`src/rtl/mul_share_ctrl_if.sv`:
```
// Bundle of request, response and multiplier-datapath signals for mul_share_ctrl.
// The slave modport is the controller; the master modport is the requester/multiplier side.
interface mul_share_ctrl_if #(
  parameter int N = 16
);
  logic         req0_valid;
  logic         req0_ready;
  logic [N-1:0] req0_a;
  logic [N-1:0] req0_b;
  logic         req1_valid;
  logic         req1_ready;
  logic [N-1:0] req1_a;
  logic [N-1:0] req1_b;
  logic         rsp0_valid;
  logic         rsp0_ready;
  logic [N-1:0] rsp0_p;
  logic         rsp1_valid;
  logic         rsp1_ready;
  logic [N-1:0] rsp1_p;
  logic [N-1:0] mul_a;
  logic [N-1:0] mul_b;
  logic [N-1:0] mul_p;
  logic         busy;

  modport slave (
    input  req0_valid, req0_a, req0_b,
    output req0_ready,
    input  req1_valid, req1_a, req1_b,
    output req1_ready,
    input  rsp0_ready,
    output rsp0_valid, rsp0_p,
    input  rsp1_ready,
    output rsp1_valid, rsp1_p,
    output mul_a, mul_b,
    input  mul_p,
    output busy
  );

  modport master (
    output req0_valid, req0_a, req0_b,
    input  req0_ready,
    output req1_valid, req1_a, req1_b,
    input  req1_ready,
    output rsp0_ready,
    input  rsp0_valid, rsp0_p,
    output rsp1_ready,
    input  rsp1_valid, rsp1_p,
    input  mul_a, mul_b,
    output mul_p,
    input  busy
  );
endinterface

```
`src/rtl/mul_share_ctrl.sv`:
```
// Two-port round-robin sequencer sharing one combinational multiplier: registers operands,
// waits MUL_LAT cycles, captures the product and returns it on the granted port's response channel.
module mul_share_ctrl #(
  parameter int N       = 16,
  parameter int MUL_LAT = 1
) (
  input logic            clk,
  input logic            rst_n,
  mul_share_ctrl_if.slave bus
);

  localparam int         LAT_EFF = (MUL_LAT < 1) ? 1 : ((MUL_LAT > 15) ? 15 : MUL_LAT);
  localparam logic [3:0] LAT_CNT = 4'(LAT_EFF);

  typedef enum logic [1:0] {
    S_IDLE = 2'd0,
    S_CALC = 2'd1,
    S_RESP = 2'd2
  } state_t;

  state_t       r_state;
  logic         r_last_grant;
  logic         r_tag;
  logic [3:0]   r_cnt;
  logic [N-1:0] r_mul_a;
  logic [N-1:0] r_mul_b;
  logic [N-1:0] r_result;
  logic         r_rsp0_valid;
  logic         r_rsp1_valid;
  logic         r_busy;

  logic         w_grant0;
  logic         w_grant1;
  logic         w_ready0;
  logic         w_ready1;
  logic         w_rsp_hs;

  // Round-robin grant: a lone requester wins, a tie goes to the port not served last.
  always_comb begin
    w_grant0 = 1'b0;
    w_grant1 = 1'b0;
    if (bus.req0_valid && bus.req1_valid) begin
      w_grant0 = r_last_grant;
      w_grant1 = ~r_last_grant;
    end else begin
      w_grant0 = bus.req0_valid;
      w_grant1 = bus.req1_valid;
    end
  end

  assign w_ready0 = rst_n & (r_state == S_IDLE) & w_grant0;
  assign w_ready1 = rst_n & (r_state == S_IDLE) & w_grant1;
  // Only the tagged port's ready can complete a response.
  assign w_rsp_hs = r_tag ? bus.rsp1_ready : bus.rsp0_ready;

  // Operation sequencer: accept, settle for LAT_CNT cycles, hold the result until consumed.
  always_ff @(posedge clk) begin
    if (!rst_n) begin
      r_state      <= S_IDLE;
      r_last_grant <= 1'b1;
      r_tag        <= 1'b0;
      r_cnt        <= 4'd0;
      r_mul_a      <= '0;
      r_mul_b      <= '0;
      r_result     <= '0;
      r_rsp0_valid <= 1'b0;
      r_rsp1_valid <= 1'b0;
      r_busy       <= 1'b0;
    end else begin
      case (r_state)
        S_IDLE: begin
          if (w_ready0) begin
            r_mul_a      <= bus.req0_a;
            r_mul_b      <= bus.req0_b;
            r_tag        <= 1'b0;
            r_last_grant <= 1'b0;
            r_cnt        <= LAT_CNT;
            r_busy       <= 1'b1;
            r_state      <= S_CALC;
          end else if (w_ready1) begin
            r_mul_a      <= bus.req1_a;
            r_mul_b      <= bus.req1_b;
            r_tag        <= 1'b1;
            r_last_grant <= 1'b1;
            r_cnt        <= LAT_CNT;
            r_busy       <= 1'b1;
            r_state      <= S_CALC;
          end else begin
            r_busy       <= 1'b0;
          end
        end
        S_CALC: begin
          r_cnt <= r_cnt - 4'd1;
          if (r_cnt <= 4'd1) begin
            r_result     <= bus.mul_p;
            r_rsp0_valid <= ~r_tag;
            r_rsp1_valid <= r_tag;
            r_state      <= S_RESP;
          end
        end
        S_RESP: begin
          if (w_rsp_hs) begin
            r_rsp0_valid <= 1'b0;
            r_rsp1_valid <= 1'b0;
            r_busy       <= 1'b0;
            r_state      <= S_IDLE;
          end
        end
        default: begin
          r_rsp0_valid <= 1'b0;
          r_rsp1_valid <= 1'b0;
          r_busy       <= 1'b0;
          r_state      <= S_IDLE;
        end
      endcase
    end
  end

  // Handshake outputs are forced low while reset is held.
  assign bus.req0_ready = w_ready0;
  assign bus.req1_ready = w_ready1;
  assign bus.rsp0_valid = rst_n & r_rsp0_valid;
  assign bus.rsp1_valid = rst_n & r_rsp1_valid;
  assign bus.rsp0_p     = r_result;
  assign bus.rsp1_p     = r_result;
  assign bus.mul_a      = r_mul_a;
  assign bus.mul_b      = r_mul_b;
  assign bus.busy       = rst_n & r_busy;

endmodule

```
`src/flat_wrapper.sv`:
```
// flat-port wrapper written by rule: the top's interface ports become plain ports
module mul_share_ctrl_flat 
#(
  parameter int N       = 16,
  parameter int MUL_LAT = 1
)
  (clk, rst_n, bus_req0_valid, bus_req0_a, bus_req0_b, bus_req0_ready, bus_req1_valid, bus_req1_a, bus_req1_b, bus_req1_ready, bus_rsp0_ready, bus_rsp0_valid, bus_rsp0_p, bus_rsp1_ready, bus_rsp1_valid, bus_rsp1_p, bus_mul_a, bus_mul_b, bus_mul_p, bus_busy);
  mul_share_ctrl_if #(.N(N)) bus_i ();
  input logic clk;
  input logic rst_n;
  input wire logic [$bits(bus_i.req0_valid)-1:0] bus_req0_valid;
  input wire logic [$bits(bus_i.req0_a)-1:0] bus_req0_a;
  input wire logic [$bits(bus_i.req0_b)-1:0] bus_req0_b;
  output wire logic [$bits(bus_i.req0_ready)-1:0] bus_req0_ready;
  input wire logic [$bits(bus_i.req1_valid)-1:0] bus_req1_valid;
  input wire logic [$bits(bus_i.req1_a)-1:0] bus_req1_a;
  input wire logic [$bits(bus_i.req1_b)-1:0] bus_req1_b;
  output wire logic [$bits(bus_i.req1_ready)-1:0] bus_req1_ready;
  input wire logic [$bits(bus_i.rsp0_ready)-1:0] bus_rsp0_ready;
  output wire logic [$bits(bus_i.rsp0_valid)-1:0] bus_rsp0_valid;
  output wire logic [$bits(bus_i.rsp0_p)-1:0] bus_rsp0_p;
  input wire logic [$bits(bus_i.rsp1_ready)-1:0] bus_rsp1_ready;
  output wire logic [$bits(bus_i.rsp1_valid)-1:0] bus_rsp1_valid;
  output wire logic [$bits(bus_i.rsp1_p)-1:0] bus_rsp1_p;
  output wire logic [$bits(bus_i.mul_a)-1:0] bus_mul_a;
  output wire logic [$bits(bus_i.mul_b)-1:0] bus_mul_b;
  input wire logic [$bits(bus_i.mul_p)-1:0] bus_mul_p;
  output wire logic [$bits(bus_i.busy)-1:0] bus_busy;
  assign bus_i.req0_valid = bus_req0_valid;
  assign bus_i.req0_a = bus_req0_a;
  assign bus_i.req0_b = bus_req0_b;
  assign bus_req0_ready = bus_i.req0_ready;
  assign bus_i.req1_valid = bus_req1_valid;
  assign bus_i.req1_a = bus_req1_a;
  assign bus_i.req1_b = bus_req1_b;
  assign bus_req1_ready = bus_i.req1_ready;
  assign bus_i.rsp0_ready = bus_rsp0_ready;
  assign bus_rsp0_valid = bus_i.rsp0_valid;
  assign bus_rsp0_p = bus_i.rsp0_p;
  assign bus_i.rsp1_ready = bus_rsp1_ready;
  assign bus_rsp1_valid = bus_i.rsp1_valid;
  assign bus_rsp1_p = bus_i.rsp1_p;
  assign bus_mul_a = bus_i.mul_a;
  assign bus_mul_b = bus_i.mul_b;
  assign bus_i.mul_p = bus_mul_p;
  assign bus_busy = bus_i.busy;
  mul_share_ctrl #(.N(N), .MUL_LAT(MUL_LAT)) u_core (.clk(clk), .rst_n(rst_n), .bus(bus_i));
endmodule
```
`config.mk`:
```
export PLATFORM = sky130hd
export DESIGN_NAME = mul_share_ctrl_flat
export DESIGN_NICKNAME = d
export VERILOG_FILES = /design/src/rtl/mul_share_ctrl_if.sv /design/src/rtl/mul_share_ctrl.sv /design/src/flat_wrapper.sv
export SDC_FILE = /design/constraint.sdc
export NUM_CORES = 1
export LEC_CHECK = 0
export ABC_AREA = 1
export BUFFER_PORTS_ARGS = -buffer_cell sky130_fd_sc_hd__buf_4
export CORE_MARGIN = 4
export CORE_UTILIZATION = 49
export CTS_BUF_LIST = sky130_fd_sc_hd__clkbuf_16
export CTS_CLUSTER_SIZE = 25
export DETAILED_ROUTE_END_ITERATION = 7
export HOLD_SLACK_MARGIN = 0.15
export PLACE_DENSITY_LB_ADDON = 0.12
export SYNTH_ARGS = -nofsm -noshare
export SYNTH_HDL_FRONTEND = slang
export SYNTH_SLANG_ARGS = --single-unit
export TNS_END_PERCENT = 10
```
`constraint.sdc`:
```
create_clock -name clk -period 2.5 [get_ports clk]
set_input_delay 0.5 -clock clk [delete_from_list [all_inputs] [get_ports clk]]
set_output_delay 0.5 -clock clk [all_outputs]
set_load 0.005 [all_outputs]
```
Word level (Yosys, flattened, before mapping)
Index checks and enable logic that the tools add are counted.
{"block": "totals", "register_bits": 59, "output_inout_bits": 69, "wordCells": 62}
{"block": "classes", "addsub": 1, "magnitude_cmp": 1, "n_eq_ne": 5, "n_mux": 25, "bitwise": 10, "reduce_logical": 10}
{"cell": "2-to-1 mux 16 bit", "count": 4}
{"cell": "2-to-1 mux 1 bit", "count": 10}
{"cell": "one-hot mux 1 bit (3 select lines)", "count": 3}
{"cell": "2-to-1 mux 2 bit", "count": 4}
{"cell": "2-to-1 mux 4 bit", "count": 2}
{"cell": "one-hot mux 4 bit (2 select lines)", "count": 1}
{"cell": "AND reduction 2 bit", "count": 4}
{"cell": "bitwise AND 1 bit", "count": 6}
{"cell": "one-hot mux 2 bit (3 select lines)", "count": 1}
{"cell": "AND reduction 3 bit", "count": 2}
{"cell": "less-or-equal comparator 4 x 1 -> 1 bit, second input constant", "count": 1}
{"cell": "inequality test 2 x 1 -> 1 bit, second input constant", "count": 2}
{"cell": "NOT 1 bit", "count": 4}
{"cell": "nonzero test 2 bit", "count": 2}
{"cell": "subtractor 4 x 1 -> 4 bit, second input constant", "count": 1}
{"cell": "inequality test 3 bit, second input constant", "count": 1}
{"cell": "equality test 2 x 1 -> 1 bit, second input constant", "count": 1}
{"cell": "equality test 2 bit, second input constant", "count": 1}
{"cell": "logical NOT 2 bit", "count": 1}
{"cell": "logical AND 1 bit", "count": 1}

Longest topological paths before layout
{"block": "logic_depth", "word_depth": 6, "ltp_mapped": 10}

Worst setup path before layout
No wires, ideal clock.
{"block": "synth_timing", "path_type": "reg-to-reg", "from": "register u_core.r_cnt[0]", "to": "register u_core.r_result[10] (netlist: u_core.bus.rsp0_p[10])", "setup_ns": 0.065, "arrival_ns": 1.454, "required_ns": 2.435, "path_slack_ns": 0.982, "stages_incl_launch_ff": 9, "n_path_buf": 1, "period_less_slack_ns": 1.518, "path_cell_list": "dfxtp_1 > inv_1 > ha_1 > o21ai_0 > nor2_4 > inv_2 > buf_2 > nor2_1 > nor2_1"}
{"block": "synth_between", "elab_chain_len": 2}
{"element": "start: declaration", "line": "mul_share_ctrl.sv:24", "source": "logic [3:0] r_cnt;"}
{"element": "start signal: assignment", "line": "mul_share_ctrl.sv:93", "source": "r_cnt <= r_cnt - 4'd1;"}
{"element": "less-or-equal comparator 4 x 1 -> 1 bit", "line": "mul_share_ctrl.sv:94", "source": "if (r_cnt <= 4'd1) begin"}
{"element": "AND reduction 2 bit (no line)"}
{"element": "end signal: assignment", "line": "mul_share_ctrl.sv:95", "source": "r_result <= bus.mul_p;"}
{"element": "end: declaration", "line": "mul_share_ctrl.sv:27", "source": "logic [N-1:0] r_result;"}
Every way passes these cells.
A chain may end at the register's enable or synchronous reset.

Worst setup path in the final report
{"block": "layout_timing", "from": "register u_core.r_state[1]", "to": "output port bus_req0_ready"}
{"block": "layout_between", "elab_chain_len": 3}
{"element": "start: declaration", "line": "mul_share_ctrl.sv:21", "source": "state_t r_state;"}
{"element": "start signal: assignment", "line": "mul_share_ctrl.sv:59", "source": "r_state <= S_IDLE;"}
{"element": "start signal: assignment", "line": "mul_share_ctrl.sv:79", "source": "r_state <= S_CALC;"}
{"element": "start signal: assignment", "line": "mul_share_ctrl.sv:87", "source": "r_state <= S_CALC;"}
{"element": "logical NOT 2 bit", "line": "mul_share_ctrl.sv:51", "source": "assign w_ready0 = rst_n & (r_state == S_IDLE) & w_grant0;"}
{"element": "bitwise AND 1 bit (2 in series)", "line": "mul_share_ctrl.sv:51"}
{"element": "end: declaration", "line": "flat_wrapper.sv:14", "source": "output wire logic [$bits(bus_i.req0_ready)-1:0] bus_req0_ready;"}
Every way passes these cells.

==> results.md <==
* Outcome: finished, final reports clean
* Power Density at between 700 and 800 nW/um^2
* Initial core utilization at 0.5190
* Fill count at between 400 and 500
* Die width at 85.53 um
* PortBufs at around 150
* Net switching power at 888.4 uW
* Hold_buf cts at 0
* Global-route wire length before repair at 13030 um
* RSZ-0062 raised after global routing: false
* Syn avg cell area at 6.280 um^2
* Mapped Cells at 469
* ANT cells at 0
* TNS Setup at 0 ps
* Least-Margin Pin Slew at 528.2 ps
* Hold WS at 405.3 ps
* Area Overhead vs Synth at 44.27%
* GRT Total Usage at 0.2197
* Arrival @ worst endpoint at 1580 ps
* DR WL/cell at about 12 um
* Antenna-violating nets left at 0
* Net Sw Frac at 0.2848
* Sequential fraction of the synthesis area at 0.4010
* Gate power share at 0.266
* Synthesized flop and latch total at 59
* Max cap viols at 0
* Post-synth top area share at 0.4010
* Top cells by area, synth: dfxtp_1 (40%), nand2_1 (22%), nor2_1 (13%), buf_4 (6.1%), inv_1 (6.0%)
* Post-Route Utilization at 0.7487
* CP Capture Type: output pin
* GRT overflow at 0
* Drt drc at 0
* Vias in the first global route at 2921
* Worst-path maximum fanout at 37
* Critical path data required time at 2000 ps
* Clk sink count at 59
* Cell-internal power at approximately 2.2 mW
* Antenna violations before repair at 0
* Critical Path Start Type: flip-flop
* Fin nets at 688
* Setup violations, final at 0
* Mux contribution to synthesized area at 0
* Largest net degree at the start of global routing at 45
* Most frequent cells in the layout: nand2_1 (172), buf_4 (157), nor2_1 (100)
* Setup Crit Path Kind: reg -> out
* Iter 0 DRT Violations at 178
* Via count at 3097
* Cts bufs inserted at 9
* Clock-pin slew on the worst setup and hold paths at 50 ps
* XOR/XNOR Fraction of Synth Area at 0.002974
* CTS Root Buffer Type: clkbuf_16
* Synth Cell Area at 2945 um^2
* Resize count post-CTS at 0
* Synth cell types at 21
* Slew headroom at 0.6474
* Final HPWL DP at 5825 um
* Clock period minus worst slack at about 2100 ps
* Skew-Pair Late Insertion Delay at approximately 320 ps
* Commonest non-fill, non-tap cell in the layout: nand2_1
* Hold Violations, Final at 0
* TritonCTS clock tree: yes
* # IOs at between 150 and 200
* Core Rows at 27
* Setup ws final at 417.3 ps
* CTS Buffer Depth at 2
* Core box area at 5675 um^2
* Adder-Cell Fraction of Synth Area at 0.008496
* Synth Area in Simple Gates at 0.3836
* Pwr Total at between 3 and 4 mW
* Multi-input gate area at 1335 um^2
* Flop pwr share at 0.370
* Share of cells above drive strength 1 at 0.3002
* Final Routed Wirelength at 8112 um
* Syn nets at 557
* Lkg Pwr at 2.399 nW
* Ys Warns at 0
* Max IR drop VDD at 0.0004102 V
* TritonRoute pass-1 iters at 4
* Vias/cell at 4.588
* Maximum clock frequency at 0.4801 GHz
* H-Tree Depth at 3
* Synth Area in Compound Gates at 0.05820
* Area leader, netlist: dfxtp_1
* Final Skew at between 7 and 8 ps
* Clk pwr share at 0.364
* Setup WS pre-CTS at 272.7 ps
* Placer Congestion at slightly below 0.8
* Worst R2R Setup Slack at 580 ps
* Die height at 85.53 um
* Max-slew violation count at 0
* Final worst-path cycle share at 0.8331
* Post-CTS Setup Repair Bufs at 0
* Die Area at 7315 um^2
* Storage cell area at 1181 um^2
* Largest family of logic cells by synthesized area: simple AND/OR/NAND/NOR gates
* Hold Crit Class: in -> reg
## flip-flops by register name (all words and copies together), names as in the netlist
register / count
u_core.bus.mul_b: 16
u_core.r_rsp1_valid: 1
u_core.r_last_grant: 1
u_core.r_state: 2
u_core.r_cnt: 4
u_core.r_rsp0_valid: 1
u_core.r_busy: 1
u_core.bus.rsp0_p: 16
u_core.bus.mul_a: 16
u_core.r_tag: 1
## cell usage after synthesis
| library cell | n |
|---|---|
| nor2_2 | 2 |
| nor2_1 | 100 |
| xor2_1 | 1 |
| o31ai_1 | 1 |
| inv_2 | 4 |
| a31oi_1 | 1 |
| dfxtp_1 | 59 |
| a21oi_1 | 7 |
| inv_1 | 47 |
| o21ai_0 | 23 |
| nand2_1 | 172 |
| a21boi_0 | 1 |
| clkbuf_1 | 6 |
| or2_2 | 1 |
| nor2_4 | 3 |
| nand2_2 | 1 |
| ha_1 | 2 |
| buf_2 | 7 |
| buf_4 | 24 |
| nand3_1 | 6 |
| nor2_8 | 1 |
## layout make-up
class,instances,area share
inverters,51,0.04505
multi-input cells,322,0.3142
repair buffers,157,0.2774
clock buffers,9,0.05300
well taps,72,0.02120
clock inverters,5,0.01119
flip-flops and latches,59,0.2780
## worst max-delay path, stage by stage, from the launching register on
cell     delay [ps]
dfxtp_1         340
nor2_2          150
nand2_2         110
nor2_8          450
buf_4           200
## power by group through the flow
stage               combinational (mW)  clock (mW)  sequential [mW]
global route                     0.937        1.21             1.17
floorplan                        0.478           0             1.17
CTS                              0.841        1.15             1.15
global placement                 0.810           0             1.16
finish                           0.829        1.14             1.16
detailed placement               0.832           0             1.17
## through the flow
step                      area [um^2]  instances
final                            4249        675
after global routing             4249        675
after CTS                        4249        675
after detailed placement         3976        661
after global placement           3976        661
after floorplan                  2945        469
## routing by layer
metal / part of all wire / GRT usage / vias up
met5: 0 / 0 / -
met3: 0.10 / 0.07685 / 9
met1: 0.39 / 0.2487 / 1339
li1: - / - / 1633
met4: 0.013 / 0.07482 / 0
met2: 0.50 / 0.3835 / 116
## final timing paths
path	startpoint	to	depth (start not counted)
worst max-delay path	u_core.r_state[1]	bus_req0_ready	4
worst min-delay path	bus_mul_p[3]	u_core.bus.rsp0_p[3]	3
worst max register to register	u_core.r_state[1]	u_core.bus.mul_b[6]	8
worst min register to register	u_core.r_rsp0_valid	u_core.r_rsp0_valid	2
## logic make-up after synthesis
kind of cell	count (synthesis)
AO/OA/AOI/OAI	33
XOR/XNOR	1
adder cells (fa/ha/maj)	2
buffers and inverters	88
flip-flops	59
AND/OR/NAND/NOR	286
No activity file was read; power rests on OpenSTA's default activity.
